**src/rtl/rv_enc_pkg.sv**
```systemverilog
// Shared definitions for the RV32I instruction encoder: op enumeration,
// opcode/funct constants, format and FSM state types, and field packers.
package rv_enc_pkg;

  localparam int OP_BITS = 6;

  typedef enum logic [OP_BITS-1:0] {
    OP_ADD   = 6'd0,  OP_SUB   = 6'd1,  OP_SLL   = 6'd2,  OP_SLT   = 6'd3,
    OP_SLTU  = 6'd4,  OP_XOR   = 6'd5,  OP_SRL   = 6'd6,  OP_SRA   = 6'd7,
    OP_OR    = 6'd8,  OP_AND   = 6'd9,
    OP_ADDI  = 6'd10, OP_SLTI  = 6'd11, OP_SLTIU = 6'd12, OP_XORI  = 6'd13,
    OP_ORI   = 6'd14, OP_ANDI  = 6'd15,
    OP_SLLI  = 6'd16, OP_SRLI  = 6'd17, OP_SRAI  = 6'd18,
    OP_LB    = 6'd19, OP_LH    = 6'd20, OP_LW    = 6'd21, OP_LBU   = 6'd22,
    OP_LHU   = 6'd23,
    OP_SB    = 6'd24, OP_SH    = 6'd25, OP_SW    = 6'd26,
    OP_BEQ   = 6'd27, OP_BNE   = 6'd28, OP_BLT   = 6'd29, OP_BGE   = 6'd30,
    OP_BLTU  = 6'd31, OP_BGEU  = 6'd32,
    OP_LUI   = 6'd33, OP_AUIPC = 6'd34, OP_JAL   = 6'd35, OP_JALR  = 6'd36,
    OP_ECALL = 6'd37, OP_LI    = 6'd38
  } op_e;

  // FMT_LI is internal to the packer; it resolves to FMT_I or FMT_LI2.
  typedef enum logic [3:0] {
    FMT_ILL, FMT_R, FMT_I, FMT_SH, FMT_S, FMT_B, FMT_U, FMT_J, FMT_SYS,
    FMT_LI, FMT_LI2
  } fmt_e;

  typedef enum logic [1:0] {
    ST_IDLE      = 2'd0,
    ST_FULL      = 2'd1,
    ST_FULL_PEND = 2'd2
  } state_e;

  localparam logic [6:0] OPC_OP     = 7'b0110011;
  localparam logic [6:0] OPC_OP_IMM = 7'b0010011;
  localparam logic [6:0] OPC_LOAD   = 7'b0000011;
  localparam logic [6:0] OPC_STORE  = 7'b0100011;
  localparam logic [6:0] OPC_BRANCH = 7'b1100011;
  localparam logic [6:0] OPC_LUI    = 7'b0110111;
  localparam logic [6:0] OPC_AUIPC  = 7'b0010111;
  localparam logic [6:0] OPC_JAL    = 7'b1101111;
  localparam logic [6:0] OPC_JALR   = 7'b1100111;
  localparam logic [6:0] OPC_SYSTEM = 7'b1110011;

  localparam logic [2:0] F3_ADD  = 3'b000;
  localparam logic [2:0] F3_SLL  = 3'b001;
  localparam logic [2:0] F3_SLT  = 3'b010;
  localparam logic [2:0] F3_SLTU = 3'b011;
  localparam logic [2:0] F3_XOR  = 3'b100;
  localparam logic [2:0] F3_SR   = 3'b101;
  localparam logic [2:0] F3_OR   = 3'b110;
  localparam logic [2:0] F3_AND  = 3'b111;

  localparam logic [2:0] F3_B    = 3'b000;
  localparam logic [2:0] F3_H    = 3'b001;
  localparam logic [2:0] F3_W    = 3'b010;
  localparam logic [2:0] F3_BU   = 3'b100;
  localparam logic [2:0] F3_HU   = 3'b101;

  localparam logic [2:0] F3_BEQ  = 3'b000;
  localparam logic [2:0] F3_BNE  = 3'b001;
  localparam logic [2:0] F3_BLT  = 3'b100;
  localparam logic [2:0] F3_BGE  = 3'b101;
  localparam logic [2:0] F3_BLTU = 3'b110;
  localparam logic [2:0] F3_BGEU = 3'b111;

  localparam logic [6:0] F7_BASE = 7'b0000000;
  localparam logic [6:0] F7_ALT  = 7'b0100000;

  function automatic logic [31:0] enc_r(input logic [6:0] f7, input logic [4:0] rs2,
                                        input logic [4:0] rs1, input logic [2:0] f3,
                                        input logic [4:0] rd, input logic [6:0] opc);
    return {f7, rs2, rs1, f3, rd, opc};
  endfunction

  function automatic logic [31:0] enc_i(input logic [11:0] imm, input logic [4:0] rs1,
                                        input logic [2:0] f3, input logic [4:0] rd,
                                        input logic [6:0] opc);
    return {imm, rs1, f3, rd, opc};
  endfunction

  function automatic logic [31:0] enc_s(input logic [11:0] imm, input logic [4:0] rs2,
                                        input logic [4:0] rs1, input logic [2:0] f3,
                                        input logic [6:0] opc);
    return {imm[11:5], rs2, rs1, f3, imm[4:0], opc};
  endfunction

  function automatic logic [31:0] enc_b(input logic [12:1] imm, input logic [4:0] rs2,
                                        input logic [4:0] rs1, input logic [2:0] f3,
                                        input logic [6:0] opc);
    return {imm[12], imm[10:5], rs2, rs1, f3, imm[4:1], imm[11], opc};
  endfunction

  function automatic logic [31:0] enc_j(input logic [20:1] imm, input logic [4:0] rd,
                                        input logic [6:0] opc);
    return {imm[20], imm[10:1], imm[11], imm[19:12], rd, opc};
  endfunction

endpackage

```
**src/rtl/rv_enc_pack.sv**
```systemverilog
// Combinational packer: one symbolic descriptor in, one 32-bit word, its
// resolved format and an immediate-range verdict out.
module rv_enc_pack
  import rv_enc_pkg::*;
(
  input  op_e         op,
  input  logic [4:0]  rd,
  input  logic [4:0]  rs1,
  input  logic [4:0]  rs2,
  input  logic [31:0] imm,
  output logic [31:0] word,
  output fmt_e        fmt,
  output logic        imm_ok
);

  fmt_e        fmt_raw;
  logic [6:0]  opc;
  logic [2:0]  f3;
  logic [6:0]  f7;
  logic        fit12;
  logic        fit13_even;
  logic        fit21_even;
  logic        shamt_ok;
  logic [19:0] li_hi;

  // A value fits N signed bits when every bit from N-1 upward is a copy of the sign.
  assign fit12      = (imm[31:11] == '0) | (imm[31:11] == '1);
  assign fit13_even = ((imm[31:12] == '0) | (imm[31:12] == '1)) & ~imm[0];
  assign fit21_even = ((imm[31:20] == '0) | (imm[31:20] == '1)) & ~imm[0];
  assign shamt_ok   = (imm[31:5] == '0);
  assign li_hi      = imm[31:12] + {19'd0, imm[11]};

  always_comb begin
    fmt_raw = FMT_ILL;
    opc     = '0;
    f3      = F3_ADD;
    f7      = F7_BASE;
    case (op)
      OP_ADD:   begin fmt_raw = FMT_R;   opc = OPC_OP;     f3 = F3_ADD;  end
      OP_SUB:   begin fmt_raw = FMT_R;   opc = OPC_OP;     f3 = F3_ADD;  f7 = F7_ALT; end
      OP_SLL:   begin fmt_raw = FMT_R;   opc = OPC_OP;     f3 = F3_SLL;  end
      OP_SLT:   begin fmt_raw = FMT_R;   opc = OPC_OP;     f3 = F3_SLT;  end
      OP_SLTU:  begin fmt_raw = FMT_R;   opc = OPC_OP;     f3 = F3_SLTU; end
      OP_XOR:   begin fmt_raw = FMT_R;   opc = OPC_OP;     f3 = F3_XOR;  end
      OP_SRL:   begin fmt_raw = FMT_R;   opc = OPC_OP;     f3 = F3_SR;   end
      OP_SRA:   begin fmt_raw = FMT_R;   opc = OPC_OP;     f3 = F3_SR;   f7 = F7_ALT; end
      OP_OR:    begin fmt_raw = FMT_R;   opc = OPC_OP;     f3 = F3_OR;   end
      OP_AND:   begin fmt_raw = FMT_R;   opc = OPC_OP;     f3 = F3_AND;  end
      OP_ADDI:  begin fmt_raw = FMT_I;   opc = OPC_OP_IMM; f3 = F3_ADD;  end
      OP_SLTI:  begin fmt_raw = FMT_I;   opc = OPC_OP_IMM; f3 = F3_SLT;  end
      OP_SLTIU: begin fmt_raw = FMT_I;   opc = OPC_OP_IMM; f3 = F3_SLTU; end
      OP_XORI:  begin fmt_raw = FMT_I;   opc = OPC_OP_IMM; f3 = F3_XOR;  end
      OP_ORI:   begin fmt_raw = FMT_I;   opc = OPC_OP_IMM; f3 = F3_OR;   end
      OP_ANDI:  begin fmt_raw = FMT_I;   opc = OPC_OP_IMM; f3 = F3_AND;  end
      OP_SLLI:  begin fmt_raw = FMT_SH;  opc = OPC_OP_IMM; f3 = F3_SLL;  end
      OP_SRLI:  begin fmt_raw = FMT_SH;  opc = OPC_OP_IMM; f3 = F3_SR;   end
      OP_SRAI:  begin fmt_raw = FMT_SH;  opc = OPC_OP_IMM; f3 = F3_SR;   f7 = F7_ALT; end
      OP_LB:    begin fmt_raw = FMT_I;   opc = OPC_LOAD;   f3 = F3_B;    end
      OP_LH:    begin fmt_raw = FMT_I;   opc = OPC_LOAD;   f3 = F3_H;    end
      OP_LW:    begin fmt_raw = FMT_I;   opc = OPC_LOAD;   f3 = F3_W;    end
      OP_LBU:   begin fmt_raw = FMT_I;   opc = OPC_LOAD;   f3 = F3_BU;   end
      OP_LHU:   begin fmt_raw = FMT_I;   opc = OPC_LOAD;   f3 = F3_HU;   end
      OP_SB:    begin fmt_raw = FMT_S;   opc = OPC_STORE;  f3 = F3_B;    end
      OP_SH:    begin fmt_raw = FMT_S;   opc = OPC_STORE;  f3 = F3_H;    end
      OP_SW:    begin fmt_raw = FMT_S;   opc = OPC_STORE;  f3 = F3_W;    end
      OP_BEQ:   begin fmt_raw = FMT_B;   opc = OPC_BRANCH; f3 = F3_BEQ;  end
      OP_BNE:   begin fmt_raw = FMT_B;   opc = OPC_BRANCH; f3 = F3_BNE;  end
      OP_BLT:   begin fmt_raw = FMT_B;   opc = OPC_BRANCH; f3 = F3_BLT;  end
      OP_BGE:   begin fmt_raw = FMT_B;   opc = OPC_BRANCH; f3 = F3_BGE;  end
      OP_BLTU:  begin fmt_raw = FMT_B;   opc = OPC_BRANCH; f3 = F3_BLTU; end
      OP_BGEU:  begin fmt_raw = FMT_B;   opc = OPC_BRANCH; f3 = F3_BGEU; end
      OP_LUI:   begin fmt_raw = FMT_U;   opc = OPC_LUI;    end
      OP_AUIPC: begin fmt_raw = FMT_U;   opc = OPC_AUIPC;  end
      OP_JAL:   begin fmt_raw = FMT_J;   opc = OPC_JAL;    end
      OP_JALR:  begin fmt_raw = FMT_I;   opc = OPC_JALR;   f3 = F3_ADD;  end
      OP_ECALL: begin fmt_raw = FMT_SYS; opc = OPC_SYSTEM; end
      OP_LI:    begin fmt_raw = FMT_LI;  opc = OPC_OP_IMM; f3 = F3_ADD;  end
      default:  begin fmt_raw = FMT_ILL; end
    endcase
  end

  always_comb begin
    word   = '0;
    fmt    = fmt_raw;
    imm_ok = 1'b0;
    case (fmt_raw)
      FMT_R:   begin word = enc_r(f7, rs2, rs1, f3, rd, opc);      imm_ok = 1'b1;       end
      FMT_I:   begin word = enc_i(imm[11:0], rs1, f3, rd, opc);    imm_ok = fit12;      end
      FMT_SH:  begin word = enc_r(f7, imm[4:0], rs1, f3, rd, opc); imm_ok = shamt_ok;   end
      FMT_S:   begin word = enc_s(imm[11:0], rs2, rs1, f3, opc);   imm_ok = fit12;      end
      FMT_B:   begin word = enc_b(imm[12:1], rs2, rs1, f3, opc);   imm_ok = fit13_even; end
      FMT_U:   begin word = {imm[31:12], rd, opc};                 imm_ok = 1'b1;       end
      FMT_J:   begin word = enc_j(imm[20:1], rd, opc);             imm_ok = fit21_even; end
      FMT_SYS: begin word = enc_i(12'd0, 5'd0, F3_ADD, 5'd0, opc); imm_ok = 1'b1;       end
      FMT_LI: begin
        imm_ok = 1'b1;
        if (fit12) begin
          word = enc_i(imm[11:0], 5'd0, F3_ADD, rd, OPC_OP_IMM);
          fmt  = FMT_I;
        end else begin
          // Upper half is rounded up when imm[11] is set, because the ADDI sign-extends.
          word = {li_hi, rd, OPC_LUI};
          fmt  = FMT_LI2;
        end
      end
      default: begin word = '0; imm_ok = 1'b0; end
    endcase
  end

endmodule

```
**src/rtl/rv_encoder.sv**
```systemverilog
// Streaming RV32I encoder: descriptor in, machine word out, one-entry output
// register plus a pending ADDI half for two-beat LI expansion.
module rv_encoder
  import rv_enc_pkg::*;
#(
  parameter int OP_W = 6
) (
  input  logic            clk,
  input  logic            rst,
  input  logic            in_valid,
  output logic            in_ready,
  input  logic [OP_W-1:0] in_op,
  input  logic [4:0]      in_rd,
  input  logic [4:0]      in_rs1,
  input  logic [4:0]      in_rs2,
  input  logic [31:0]     in_imm,
  output logic            out_valid,
  input  logic            out_ready,
  output logic [31:0]     out_instr,
  output logic            out_err
);

  // Handshakes: a transfer happens on a rising edge where valid and ready are
  // both high; valid never depends on ready, and out_instr is frozen while
  // out_valid is high and out_ready is low.

  state_e      state_q, state_d;
  logic [31:0] out_instr_q, out_instr_d;
  logic        out_err_q, out_err_d;
  logic [4:0]  pend_rd_q, pend_rd_d;
  logic [11:0] pend_imm_q, pend_imm_d;

  logic [OP_BITS-1:0] op_bits;
  logic               op_in_range;
  logic [31:0]        pk_word;
  fmt_e               pk_fmt;
  logic               pk_imm_ok;
  logic               accept;
  logic               good;
  logic               long_li;
  logic               load_new;
  logic [31:0]        addi_half;

  assign op_bits     = OP_BITS'(in_op);
  assign op_in_range = ((in_op >> OP_BITS) == '0);

  rv_enc_pack u_pack (
    .op     (op_e'(op_bits)),
    .rd     (in_rd),
    .rs1    (in_rs1),
    .rs2    (in_rs2),
    .imm    (in_imm),
    .word   (pk_word),
    .fmt    (pk_fmt),
    .imm_ok (pk_imm_ok)
  );

  assign in_ready  = (state_q == ST_IDLE) | ((state_q == ST_FULL) & out_ready);
  assign out_valid = (state_q != ST_IDLE);
  assign out_instr = out_instr_q;
  assign out_err   = out_err_q;

  assign accept    = in_valid & in_ready;
  assign good      = op_in_range & (pk_fmt != FMT_ILL) & pk_imm_ok;
  assign long_li   = (pk_fmt == FMT_LI2);
  assign addi_half = enc_i(pend_imm_q, pend_rd_q, F3_ADD, pend_rd_q, OPC_OP_IMM);

  always_comb begin
    state_d     = state_q;
    out_instr_d = out_instr_q;
    pend_rd_d   = pend_rd_q;
    pend_imm_d  = pend_imm_q;
    out_err_d   = accept & ~good;
    load_new    = 1'b0;
    case (state_q)
      ST_IDLE: begin
        load_new = accept & good;
      end
      ST_FULL: begin
        if (out_ready) begin
          load_new = accept & good;
          if (!(accept & good)) state_d = ST_IDLE;
        end
      end
      ST_FULL_PEND: begin
        if (out_ready) begin
          out_instr_d = addi_half;
          pend_rd_d   = '0;
          pend_imm_d  = '0;
          state_d     = ST_FULL;
        end
      end
      default: state_d = ST_IDLE;
    endcase
    if (load_new) begin
      out_instr_d = pk_word;
      state_d     = long_li ? ST_FULL_PEND : ST_FULL;
      if (long_li) begin
        pend_rd_d  = in_rd;
        pend_imm_d = in_imm[11:0];
      end
    end
  end

  always_ff @(posedge clk) begin
    if (rst) begin
      state_q     <= ST_IDLE;
      out_instr_q <= '0;
      out_err_q   <= 1'b0;
      pend_rd_q   <= '0;
      pend_imm_q  <= '0;
    end else begin
      state_q     <= state_d;
      out_instr_q <= out_instr_d;
      out_err_q   <= out_err_d;
      pend_rd_q   <= pend_rd_d;
      pend_imm_q  <= pend_imm_d;
    end
  end

endmodule

```
**config.mk**
```make
export PLATFORM = sky130hd
export DESIGN_NAME = rv_encoder
export DESIGN_NICKNAME = d
export VERILOG_FILES = /design/src/rtl/rv_enc_pkg.sv /design/src/rtl/rv_enc_pack.sv /design/src/rtl/rv_encoder.sv
export SDC_FILE = /design/constraint.sdc
export NUM_CORES = 1
export LEC_CHECK = 0
export CORE_MARGIN = 5
export CORE_UTILIZATION = 45
export CTS_BUF_LIST = sky130_fd_sc_hd__clkbuf_8
export DETAILED_ROUTE_END_ITERATION = 10
export PLACE_DENSITY_LB_ADDON = 0.25
export SYNTH_ARGS = -nofsm -noshare
export SYNTH_HDL_FRONTEND = slang
export SYNTH_SLANG_ARGS = --single-unit
```
**constraint.sdc**
```tcl
create_clock -name clk -period 3.3 [get_ports clk]
set_input_delay 0.495 -clock clk [delete_from_list [all_inputs] [get_ports clk]]
set_output_delay 0.495 -clock clk [all_outputs]
set_load 0.1 [all_outputs]
```
# ---- Word level (Yosys, flattened, before mapping)
# Index checks and enable logic that the tools add are counted.
dict set report word_totals {
  register_bits 52
  output_inout_bits 35
  elab_cells 134
}
dict set report classes {
  reduce_logical 30
  addsub 1
  n_eq_ne 57
  bitwise_logic 13
  muxes 28
}
# cell count
set ops {}
lappend ops {{one-hot mux 32 bit (9 select lines)} 1}
lappend ops {{two-way mux 32 bit} 4}
lappend ops {{equality test 6 x 5 -> 1 bit, second input constant} 16}
lappend ops {{one-hot mux 7 bit (10 select lines)} 1}
lappend ops {{equality test 6 x 4 -> 1 bit, second input constant} 8}
lappend ops {{two-way mux 12 bit} 4}
lappend ops {{equality test 6 bit, second input constant} 7}
lappend ops {{one-hot mux 4 bit (9 select lines)} 1}
lappend ops {{logical NOT 27 bit} 1}
lappend ops {{equality test 6 x 3 -> 1 bit, second input constant} 4}
lappend ops {{equality test 21 bit, second input constant} 1}
lappend ops {{logical NOT 21 bit} 1}
lappend ops {{one-hot mux 3 bit (7 select lines)} 1}
lappend ops {{adder 20 x 1 -> 20 bit} 1}
lappend ops {{equality test 20 bit, second input constant} 1}
lappend ops {{logical NOT 20 bit} 1}
lappend ops {{two-way mux 5 bit} 4}
lappend ops {{OR reduction 10 bit} 2}
lappend ops {{equality test 4 x 3 -> 1 bit, second input constant} 4}
lappend ops {{OR reduction 3 bit} 5}
lappend ops {{equality test 12 bit, second input constant} 1}
lappend ops {{equality test 4 bit, second input constant} 3}
lappend ops {{equality test 6 x 2 -> 1 bit, second input constant} 2}
lappend ops {{logical NOT 12 bit} 1}
lappend ops {{other kinds (28)} 54}

# ---- Longest topological paths before layout
# Gate-level depths: netlist of the first run.
dict set report logic_depth {
  word_depth 12
  mapped_depth 10
}

# ---- Hierarchy
# From an unflattened synthesis of the first run, not the netlist that was laid out.
dict set report hier_totals {
  hier_cells 559
  area_unflattened_um2 4096.4
}
# mod n_inst area_per_inst_um2 seq_area_each_um2 cells_each
set modules_own_cells {}
lappend modules_own_cells {rv_encoder 1 2223.4 1041.0 264}
lappend modules_own_cells {rv_enc_pack 1 1873.0 0.0 295}

# ---- Worst setup path after synthesis of the first run
# OpenSTA, ideal clock, no wires.
dict set report synth_timing {
  path_kind {input to register}
  start {in out_ready}
  end {reg pend_imm_q[6]}
  n_path_buf 1
  stages 6
  slack_ps -96
  t_arrival_ps 3264
  path_cell_list {inv_1 -> a21oi_1 -> nand3_1 -> buf_2 -> nand3_1 -> a21oi_1}
}
dict set report synth_between {
  elab_chain_len 7
  elab_cells_between_ends 10
  classes_between {mux (6); bitwise (4)}
}
# element line_no
set synth_lines {}
lappend synth_lines {{from (decl)} rv_encoder.sv:18} ;# input logic out_ready,
lappend synth_lines {{AND 1 bit *} rv_encoder.sv:58} ;# assign in_ready = (state_q == ST_IDLE) | ((state_q == ST_FULL) & out_ready);
lappend synth_lines {{OR 1 bit *} rv_encoder.sv:58}
lappend synth_lines {{net in_ready} rv_encoder.sv:11} ;# output logic in_ready,
lappend synth_lines {{AND 1 bit *} rv_encoder.sv:63} ;# assign accept = in_valid & in_ready;
lappend synth_lines {{AND 1 bit *} {rv_encoder.sv:77, rv_encoder.sv:81}}
lappend synth_lines {{two-way mux 1 bit} rv_encoder.sv:80} ;# if (out_ready) begin
lappend synth_lines {{one-hot mux 1 bit (2 select lines) *} rv_encoder.sv:75} ;# case (state_q)
lappend synth_lines {{two-way mux 12 bit *} rv_encoder.sv:95} ;# if (load_new) begin
lappend synth_lines {{to (signal assigned)} rv_encoder.sv:117} ;# pend_imm_q <= pend_imm_d;
lappend synth_lines {{to (decl)} rv_encoder.sv:31} ;# logic [11:0] pend_imm_q, pend_imm_d;
# The timed path passes the listed nets; every way through them passes the cells marked *.
# A chain may end at the register's enable or synchronous reset.

# ---- Final worst setup path of the first run
dict set report layout_timing {
  start {in in_imm[11]}
  end {reg out_instr_q[28] (netlist: out_instr[28])}
}
dict set report layout_between {
  elab_chain_len 11
  elab_cells_between_ends 19
  classes_between {add/sub (1); eq/ne (1); mux (8); bitwise (3); reduce/logical (6)}
}
# element line_no
set layout_lines {}
lappend layout_lines {{from (decl)} rv_encoder.sv:16} ;# input logic [31:0] in_imm,
lappend layout_lines {{equality test 21 bit / logical NOT 21 bit (equally long branches)} rv_enc_pack.sv:27} ;# assign fit12 = (imm[31:11] == '0) | (imm[31:11] == '1);
lappend layout_lines {{OR 1 bit} rv_enc_pack.sv:27}
lappend layout_lines {{two-way mux 4 bit} rv_enc_pack.sv:97} ;# if (fit12) begin
lappend layout_lines {{two-way mux 4 bit} rv_enc_pack.sv:86} ;# case (fmt_raw)
lappend layout_lines {{nonzero test 4 bit} rv_encoder.sv:64} ;# assign good = op_in_range & (pk_fmt != FMT_ILL) & pk_imm_ok;
lappend layout_lines {{AND 1 bit} rv_encoder.sv:64}
lappend layout_lines {{AND 1 bit} {rv_encoder.sv:77, rv_encoder.sv:81}}
lappend layout_lines {{two-way mux 1 bit} rv_encoder.sv:80}
lappend layout_lines {{one-hot mux 1 bit (2 select lines)} rv_encoder.sv:75}
lappend layout_lines {{nonzero test 2 bit (no line)} --}
lappend layout_lines {{AND reduction 2 bit (no line)} --}
lappend layout_lines {{to (signal assigned)} rv_encoder.sv:114} ;# out_instr_q <= out_instr_d;
lappend layout_lines {{to (decl)} rv_encoder.sv:28} ;# logic [31:0] out_instr_q, out_instr_d;
# Several ways; a longest one is shown, not always the timed one.

==> results by stage, run 1 <==
Worst setup path:
- The data required time of the worst path is 3.53 ns.
- The worst reg2reg path startpoint is state_q[0].
- The slowest stage of the critical path belongs to the cell nor2_2.
- The origin of the worst setup path is in_imm[11].
- The path type of the worst setup path is input port to flop.
- In this run the register-to-register setup slack is roughly 1.6 ns.
- For this run, the slowest stage of the critical path takes 0.49 ns.
- In this run the critical register-to-register path is captured at out_instr[3].
- The peak fanout along the critical path is 8.
- The worst register-to-register path has a depth of 5.
- The critical path goes through clkdlybuf4s50_1, ha_1, nand3_1, nor3_1, buf_4, a2bb2o_1, nor2_2, a32oi_1, and3b_1, a311oi_2.
- The most critical setup path has its endpoint at out_instr[28].
- The startpoint kind of the worst setup timing path is an input port.
- The worst setup path is captured at a flop.
- At the worst endpoint, the arrival time is 3.22 ns.

Final layout:
- The count of non-filler cells in the finished layout is 732.
- The number of diodes is 0.
- The net count of the finished layout is 686.
- The multi-input combinational cell area is 0.00252 mm².
- The area occupied by registers is approximately 0.001 mm².
- For this run, the share of the core covered by cells in the final layout is 0.625.
- Of the cells placed in the final design, the portion with a size suffix greater than 1 is 0.131.
- The area added between synthesis and finish is 36.0%.
- Counting the fill cells in the layout gives between 700 and 800.

Power and ir drop:
- Of the total power, registers draw 0.407.
- Dividing total power by cell area gives a power density of ~310 mW/mm².
- The net switching component of the power is 602 µW.
- Summed over all cells, the static leakage comes to ~0.0018 µW.
- Cell internal power was estimated by the tool at 995 µW.
- The clock network power share is 0.240.
- The share of total power dissipated in combinational logic is 0.353.
- Total power for the finished layout comes to 1600 µW.
- The switching part of the total power is 0.377.
- The worst-case IR drop observed on VDD is 0.000227 V.

STA:
- The count of final max-slew check failures is 0.
- Setup repair after global routing left no endpoint under its margin.
- The total count of hold-check failures in the final report is 0.
- The maximum clock rate is 0.334 GHz.
- The transition time of the tightest slew-check pin is 0.997 ns.
- The worst slew margin relative to its limit is 0.333.
- The post-route minimum period is 2.99 ns.
- In the finished design, the share of the clock period the worst path needs comes to 0.907.
- The setup skew after layout is 0.00802 ns.
- Setup violations remaining at the end of the flow were counted as 0.
- For the final routed database, the setup TNS stands at 0 ns.

Floorplanning:
- The core area is 0.00822 mm².
- The total number of placement rows is 33.
- The starting utilization of the core area is 0.460.
- The number of top-level design ports is 92.
- The floorplan step set the die height to 102 µm.
- In this run the horizontal extent of the chip is 102 µm.
- The die covers 0.0103 mm².

Route:
- For this block, the routed nets add up to 14100 µm of wire.
- After detailed routing, the number of vias per cell comes to 6.36.
- The number of vias in the routed layout is around 4700.
- The first-pass detailed-route iteration total is 6.
- Signal routing reaches up to met4.
- The violation count after the first detailed-route iteration is 466.
- Dividing the detail-routed wire length by the instance count gives 19.2 µm.
- The wire length on met2 is 6470 µm.
- In the detailed route, the total length drawn on met3 is 1110 µm.
- After detailed routing, the number of remaining DRC violations is 0.
- The wire length on met1 is 6120 µm.
- The number of nets with antenna violations after routing is 0.

Clock network:
- The master cell of the clock root buffer is clkbuf_8.
- TritonCTS built the clock tree.
- Post-CTS timing repair inserted 0 buffers for setup.
- Gates resized during post-CTS repair numbered 0.
- The count of hold buffers inserted by post-cts repair is 0.
- CTS built an H-tree with a depth of 2.
- Counting along the longest clock path gives a buffer depth of 2.
- The clock drives 51 sinks.
- The post-CTS clock slew at the launch and capture registers of the worst setup and hold paths is 0.11 ns.
- The later pin in the worst-skew pair is clocked with a latency of about 0.3 ns.
- Counting the buffers created by CTS gives 5.

Outcome:
- The flow ran to the end, and the final reports show no timing, DRC or antenna violations.

Logic synthesis:
- The net count of the mapped netlist is 577.
- Counting flops with an async set or reset pin after synthesis yields a share of 0.
- The Yosys step of the flow raised 0 warnings.
- The synthesized netlist contains 68 unique library cells.
- The post-synthesis instance total is 517.
- In the synthesized netlist the dominant register cell turns out to be dfxtp_1.
- After synthesis the netlist holds a flip-flop and latch count of 51.
- The number of flops mapped to enable cells by yosys is 0.
- After synthesis, the mean cell area works out to 7.30 µm².
- The synthesized netlist occupies a cell area of between 0.003 and 0.004 mm².
- The sequential area share after synthesis is 0.270.

GRT:
- The global-route congestion overflow total is 0.
- The number of antenna violations at the first check in global routing is 0.
- Across every metal layer, demand over resource in global routing totals 0.269.
- The first-pass GRT wire length is 22200 µm.
- The pin count of the biggest net entering global routing is 52.
- The via count of the first global-routing pass came to 4310.

Placed design:
- The count of buffers added on input and output ports is 91.
- The post-placement cell count is 724.
- At the end of routability-driven placement, the weighted congestion stood at 0.958.
- The detailed placement HPWL is 10900 µm.

Hold path:
- The min-delay analysis places its worst path in the category flop to flop.

Run:
- The number of maximum-capacitance violations is 0.
state kept, by name, summed over array words and instances, names as in the netlist:
register    flops
pend_rd_q       5
out_err         1
state_q         2
pend_imm_q     12
out_instr      31
layout by cell type (no fill, tap or decap), types with 16 or more instances in the layout:
cell / instances
nand3_1: 39
nor2_1: 28
dfxtp_1: 51
a21oi_1: 48
clkdlybuf4s50_1: 88
a211oi_1: 28
buf_4: 55
nor3_1: 16
nand2_1: 66
o21ai_0: 31
per-layer routing:
metal  global-route usage  vias up
met5                    0        -
met4               0.0818        0
met3               0.0379       34
met2                0.435      248
met1                0.370     2185
li1                     -     2185
power by group through the flow:
stage | registers (µW) | clock network (µW) | logic, µW
finish | 649 | 383 | 564
global route | 652 | 411 | 594
CTS | 649 | 394 | 558
detailed placement | 663 | 0 | 556
global placement | 663 | 0 | 554
floorplan | 805 | 0 | 193
cell families after synthesis:
| group | count (synthesis) | synth area share |
|---|---|---|
| AND/OR/NAND/NOR | 214 | 0.285 |
| AO/OA/AOI/OAI | 191 | 0.356 |
| buffers and inverters | 52 | 0.0646 |
| flip-flops | 51 | 0.270 |
| XOR/XNOR | 4 | 0.00928 |
| adder cells (fa/ha/maj) | 4 | 0.0126 |
| multiplexers | 1 | 0.00265 |
stage by stage:
stage | setup WS (ns) | hold slack (ns) | cell area [µm²]
floorplan | 0.717 | 0.443 | 3780
global placement | 0.102 | 0.451 | 5040
detailed placement | 0.0495 | 0.458 | 5040
CTS | 0.374 | 0.473 | 5140
global route | 0.181 | 0.489 | 5140
finish | 0.308 | 0.475 | 5140
cell usage after synthesis (all sizes together), types with 3 or more instances:
cell type | instances | share of area
o21ai | 31 | 0.041
o31ai | 8 | 0.016
inv | 8 | 0.0080
nor2 | 29 | 0.029
o21bai | 4 | 0.0080
o22ai | 7 | 0.012
nand2 | 67 | 0.067
a22oi | 5 | 0.011
nand3b | 3 | 0.0060
nor2b | 6 | 0.0099
xnor2 | 4 | 0.0093
nor4 | 7 | 0.013
and3 | 5 | 0.0083
a32oi | 3 | 0.0070
a21o | 6 | 0.012
dfxtp | 51 | 0.27
and2 | 6 | 0.0099
nand2b | 8 | 0.013
a221oi | 4 | 0.0093
a311oi | 13 | 0.035
buf | 20 | 0.033
nor3 | 16 | 0.021
ha | 3 | 0.0099
a222oi | 5 | 0.013
nand4 | 4 | 0.0083
or2 | 4 | 0.0066
a221o | 5 | 0.013
nand3 | 39 | 0.052
and3b | 3 | 0.0070
a211oi | 28 | 0.056
a21oi | 49 | 0.065
or3 | 9 | 0.015
clkbuf | 24 | 0.024
area by class of cell:
type	instances	share of cell area
tap	105	0.0256
clock buffer	5	0.0134
clock inverter	3	0.00512
multi-input combinational	414	0.491
sequential	51	0.199
timing repair buffer	146	0.261
inverter	8	0.00585
worst max-delay path: cells and delay by family:
kind                       cells  cell delay (ns)
buffers and inverters          2             0.63
adders and majority gates      1             0.27
and+or+nand+nor                4             0.99
AOI/OAI and AO/OA              3             0.83
how the worst min path moves through the flow:
stage	from	endpoint	cells after the start
finish	pend_rd_q[3]	pend_rd_q[3]	2
global route	pend_rd_q[2]	pend_rd_q[2]	2
CTS	pend_imm_q[0]	pend_imm_q[0]	2
detailed placement	pend_imm_q[0]	pend_imm_q[0]	2
global placement	pend_rd_q[4]	pend_rd_q[4]	2
floorplan	pend_rd_q[0]	pend_rd_q[0]	2
No activity file was read; power rests on OpenSTA's default activity.
==> inputs of run 2 (changes only) <==
--- a/config.mk
+++ b/config.mk
@@ -10,6 +10,8 @@
 export CTS_BUF_LIST = sky130_fd_sc_hd__clkbuf_8
 export DETAILED_ROUTE_END_ITERATION = 10
 export PLACE_DENSITY_LB_ADDON = 0.25
+export SLEW_MARGIN = 20
 export SYNTH_ARGS = -nofsm -noshare
 export SYNTH_HDL_FRONTEND = slang
+export SYNTH_HIERARCHICAL = 1
 export SYNTH_SLANG_ARGS = --single-unit
==> run 2 against run 1 <==
  * Area after synthesis rose by 8.5%
  * Utilization rose by 3.3 points
  * Largest cell class unchanged
  * Count of clock-buffer cells in the layout did not move
  * Largest power group unchanged
  * Register-to-register slack improved by 0.08 ns
  * Highest routed layer unchanged
==> results by stage, run 2 <==
Placed design:
- The number of I/O port buffers is 91.
- The worst slack at placement is -0.192 ns.
- In this run, placement finished with an instance count of 808.
- The detailed placement HPWL is 12300 µm.
- At the end of routability-driven placement, the weighted congestion stood at 0.973.

Floorplanning:
- The floorplan has 34 rows.
- From bottom edge to top edge, the die measures around 110 µm.
- The initial utilization of the core area, before any placement, comes to 0.465.
- The width of the chip is 105 µm.
- The core region is 0.00881 mm².
- The number of top-level design ports is 92.
- The die footprint is 0.0111 mm².

GRT:
- The via count of the first global-routing pass is 4929.
- In the global route stage, overall resource usage came out at 0.271.
- Entering global routing, the biggest net connects 50 pins.
- The global-route congestion overflow total is 0.
- The number of antenna violations at the first check in global routing was 0.
- The first global-routing pass estimated 24800 µm of wire.

Worst setup path:
- In this run the critical register-to-register path is launched from state_q[1].
- The worst setup path is captured at a flop.
- The register-to-register path setup slack is 1.68 ns.
- The worst register-to-register path ends at out_instr[0].
- The worst setup path is launched from an input port.
- Data on the critical path arrives at its endpoint at roughly 3.3 ns.
- The path type of the worst setup path is input port to flop.
- Data on the critical path is required at its endpoint by roughly 3.5 ns.
- Along the worst path, the maximum fanout reaches 5.
- The cell count of the worst reg-to-reg path is 5.

Logic synthesis:
- The cell area that synthesis handed to floorplanning was 0.00410 mm².
- Yosys printed 6 warnings.
- Synthesis inferred 52 register bits.
- Yosys mapped a number of flops with a built-in enable equal to 0.
- The count of unique library cells instantiated by Yosys is 68.
- After synthesis, the most frequently instantiated cells are 75 x nand2_1, 58 x nand3_1, 57 x a21oi_1.
- In the synthesized netlist the async set-or-reset flop fraction comes to 0.
- Of the post-synthesis cell area, the dominant cell type holds 0.254.
- The mean cell area of the mapped netlist is 7.33 µm².
- Of the synthesized area, sequential elements account for 0.254.
- The post-synthesis instance total is 559.
- For this run, the leading register cell type out of synthesis is dfxtp_1.
- The most frequent cell after synthesis is nand2_1.
- The net count of the mapped netlist is 619.
- dfxtp_1 takes more of the synthesized area than any other cell.
- After synthesis, the cell types taking the most area are dfxtp_1 25%, nand3_1 7.1%, a21oi_1 7.0%.

Final layout:
- The net count of the finished layout is 767.
- Of the cells placed in the final design, the portion with a size suffix greater than 1 is 0.202.
- The most common cell after layout, fill and taps aside is buf_4.
- The final cell utilization of the core is 0.658.
- The area added between synthesis and finish is 41.4%.
- The library cells used most frequently in the layout, excluding fill and tap cells, are 100 x buf_4, 83 x clkdlybuf4s50_1, 75 x nand2_1.
- The number of flip-flops under the largest register name is 32.
- In the final layout, flip-flops and latches occupy 0.00104 mm².
- The number of fill cells in the layout is 808.
- The repair_antennas step left the layout with diodes totalling 0.
- For this run, the number of standard cells in the final layout without fillers is just over 800.
- The multi-input combinational cells in the finished layout cover a total of 0.00277 mm².

Clock network:
- The count of hold buffers inserted by post-cts repair is 0.
- CTS saw 52 sinks.
- Clock tree synthesis inserted a total of 5 buffers.
- Clock-pin slew was measured on the worst setup and hold paths at 0.11 ns.
- Once the clock tree was built, the setup fixing pass inserted 0 buffers.
- TritonCTS built the clock tree.
- The master cell of the clock root buffer is clkbuf_8.
- Once the clock tree was built, the resizer swapped 0 gates to a different size.
- In this run the number of H-tree levels came out at 2.
- For the worst-skew pair, the clock arrives at the later sink with an insertion delay of slightly above 0.3 ns.
- The maximum clock insertion buffer count is 2.

STA:
- Final hold analysis gives a worst-case slack of roughly 0.47 ns.
- Setup violations remaining at the end of the flow were counted as 0.
- The setup TNS is 0 ns.
- The total count of hold-check failures in the final report is 0.
- The worst slew margin relative to its limit is 0.228.
- The transition time of the tightest slew-check pin is 1.15 ns.
- The share of the cycle needed by the critical path after routing is 0.934.
- Based on the critical path, the design can be clocked at up to 0.324 GHz.
- Across the routed clock network, the largest skew measured is 0.0113 ns.
- The count of final max-slew check failures was 0.
- Setup repair after global routing left no endpoint under its margin.
- Setup slack closes at between 0.2 and 0.25 ns.
- For the finished layout, the period the worst path requires is 3.08 ns.

Route:
- The routed wire length per instance is around 19 µm.
- For this run, the detailed router's first-pass iteration total came to 5.
- The total DRC errors in the routed layout is 0.
- Summing over every cut layer, the via total after detailed routing is 5004.
- In this run, the number of DRC markers left after iteration 0 of detailed routing was 392.
- The aggregate routed wire length is about 16000 µm.
- Dividing the detail-routed via count by the number of cells gives 6.13.
- In this run the remaining antenna-violating nets after routing total 0.

Hold path:
- The startpoint identified for the worst hold timing path is pend_imm_q[5].
- The worst hold path was traced through 2 stages.
- In this run the worst hold path is classified as flop to flop.
- The terminating pin of the worst hold path is pend_imm_q[5].

Power and ir drop:
- Power spread over the standard cell area amounts to roughly 300 mW/mm².
- IR analysis of the VDD net gives a maximum drop of 0.000163 V.
- The total leakage power is 0.00223 µW.

Run:
- The tool flagged a number of max-cap violations equal to 0.

Outcome:
- The flow ran to the end, and the final reports show no timing, DRC or antenna violations.
[run 2: cell count changes in the layout (fill, tap and decap cells not counted), moves of 7 or more]
cell      previous run  this run
a221o_1              5        14
nand3_1             39        58
nor2b_1              6        13
buf_4               55       100
a22oi_1              4        15
nor3_1              16         5
a21oi_1             48        57
o21ai_0             31        13
a211oi_1            28         0
nand2_1             66        75
mux2_2               0        11
o21ai_1              0        14
a22o_1               1         8
[run 2: cell families after synthesis]
kind of cell | after synthesis | share of synthesized area
simple gates | 244 | 0.307
compound gates | 183 | 0.311
buf+inv | 58 | 0.0715
flops | 52 | 0.254
mux | 11 | 0.0302
xor+xnor | 8 | 0.0171
fa+ha+maj | 3 | 0.00916
[run 2: how the worst max path moves through the flow]
| stage | from | endpoint | slack, ns | depth (start not counted) |
|---|---|---|---|---|
| 2_1_floorplan | in_op[0] | out_instr[0] | 0.29 | 11 |
| 3_3_place_gp | in_op[4] | pend_rd_q[2] | -0.03 | 11 |
| 3_5_place_dp | in_op[4] | out_instr[8] | -0.19 | 14 |
| 4_1_cts | in_op[4] | out_instr[28] | 0.12 | 13 |
| 5_1_grt | in_op[5] | out_instr[8] | 0.003 | 14 |
| 6_report | in_op[3] | out_instr[0] | 0.22 | 10 |
[run 2: power breakdown]
part           switching (µW)  internal, µW  total, µW
registers                9.71           643        652
logic                     345           246        590
clock network             232           227        459
[run 2: layout make-up]
cell class	instances	area share
clock inverters	3	0.00735
repair buffers	191	0.295
multi-input cells	449	0.477
well taps	108	0.0233
inverters	8	0.00518
flip-flops and latches	52	0.180
clock buffers	5	0.0119
[run 2: metrics by stage]
stage                     total power, µW  instance area, µm²
after floorplan                       992                4100
final                                1700                5790
after detailed placement             1250                5670
after global routing                 1760                5790
after CTS                            1700                5780
after global placement               1240                5670
[run 2: per-layer routing]
metal | vias up | global-route usage | part of all wire
li1 | 2386 | - | -
met1 | 2358 | 0.356 | 0.43
met2 | 238 | 0.459 | 0.48
met3 | 22 | 0.0373 | 0.072
met4 | 0 | 0.0825 | 0.018
met5 | - | 0 | 0
[run 2: critical path: stages]
cell             delay (ns)
clkdlybuf4s50_1        0.51
or3b_1                 0.47
o22ai_1                0.38
a21oi_1                0.12
a2bb2oi_1              0.15
o221ai_1               0.27
o41a_1                 0.28
and3_4                 0.27
o21a_1                 0.19
o221a_1                0.22
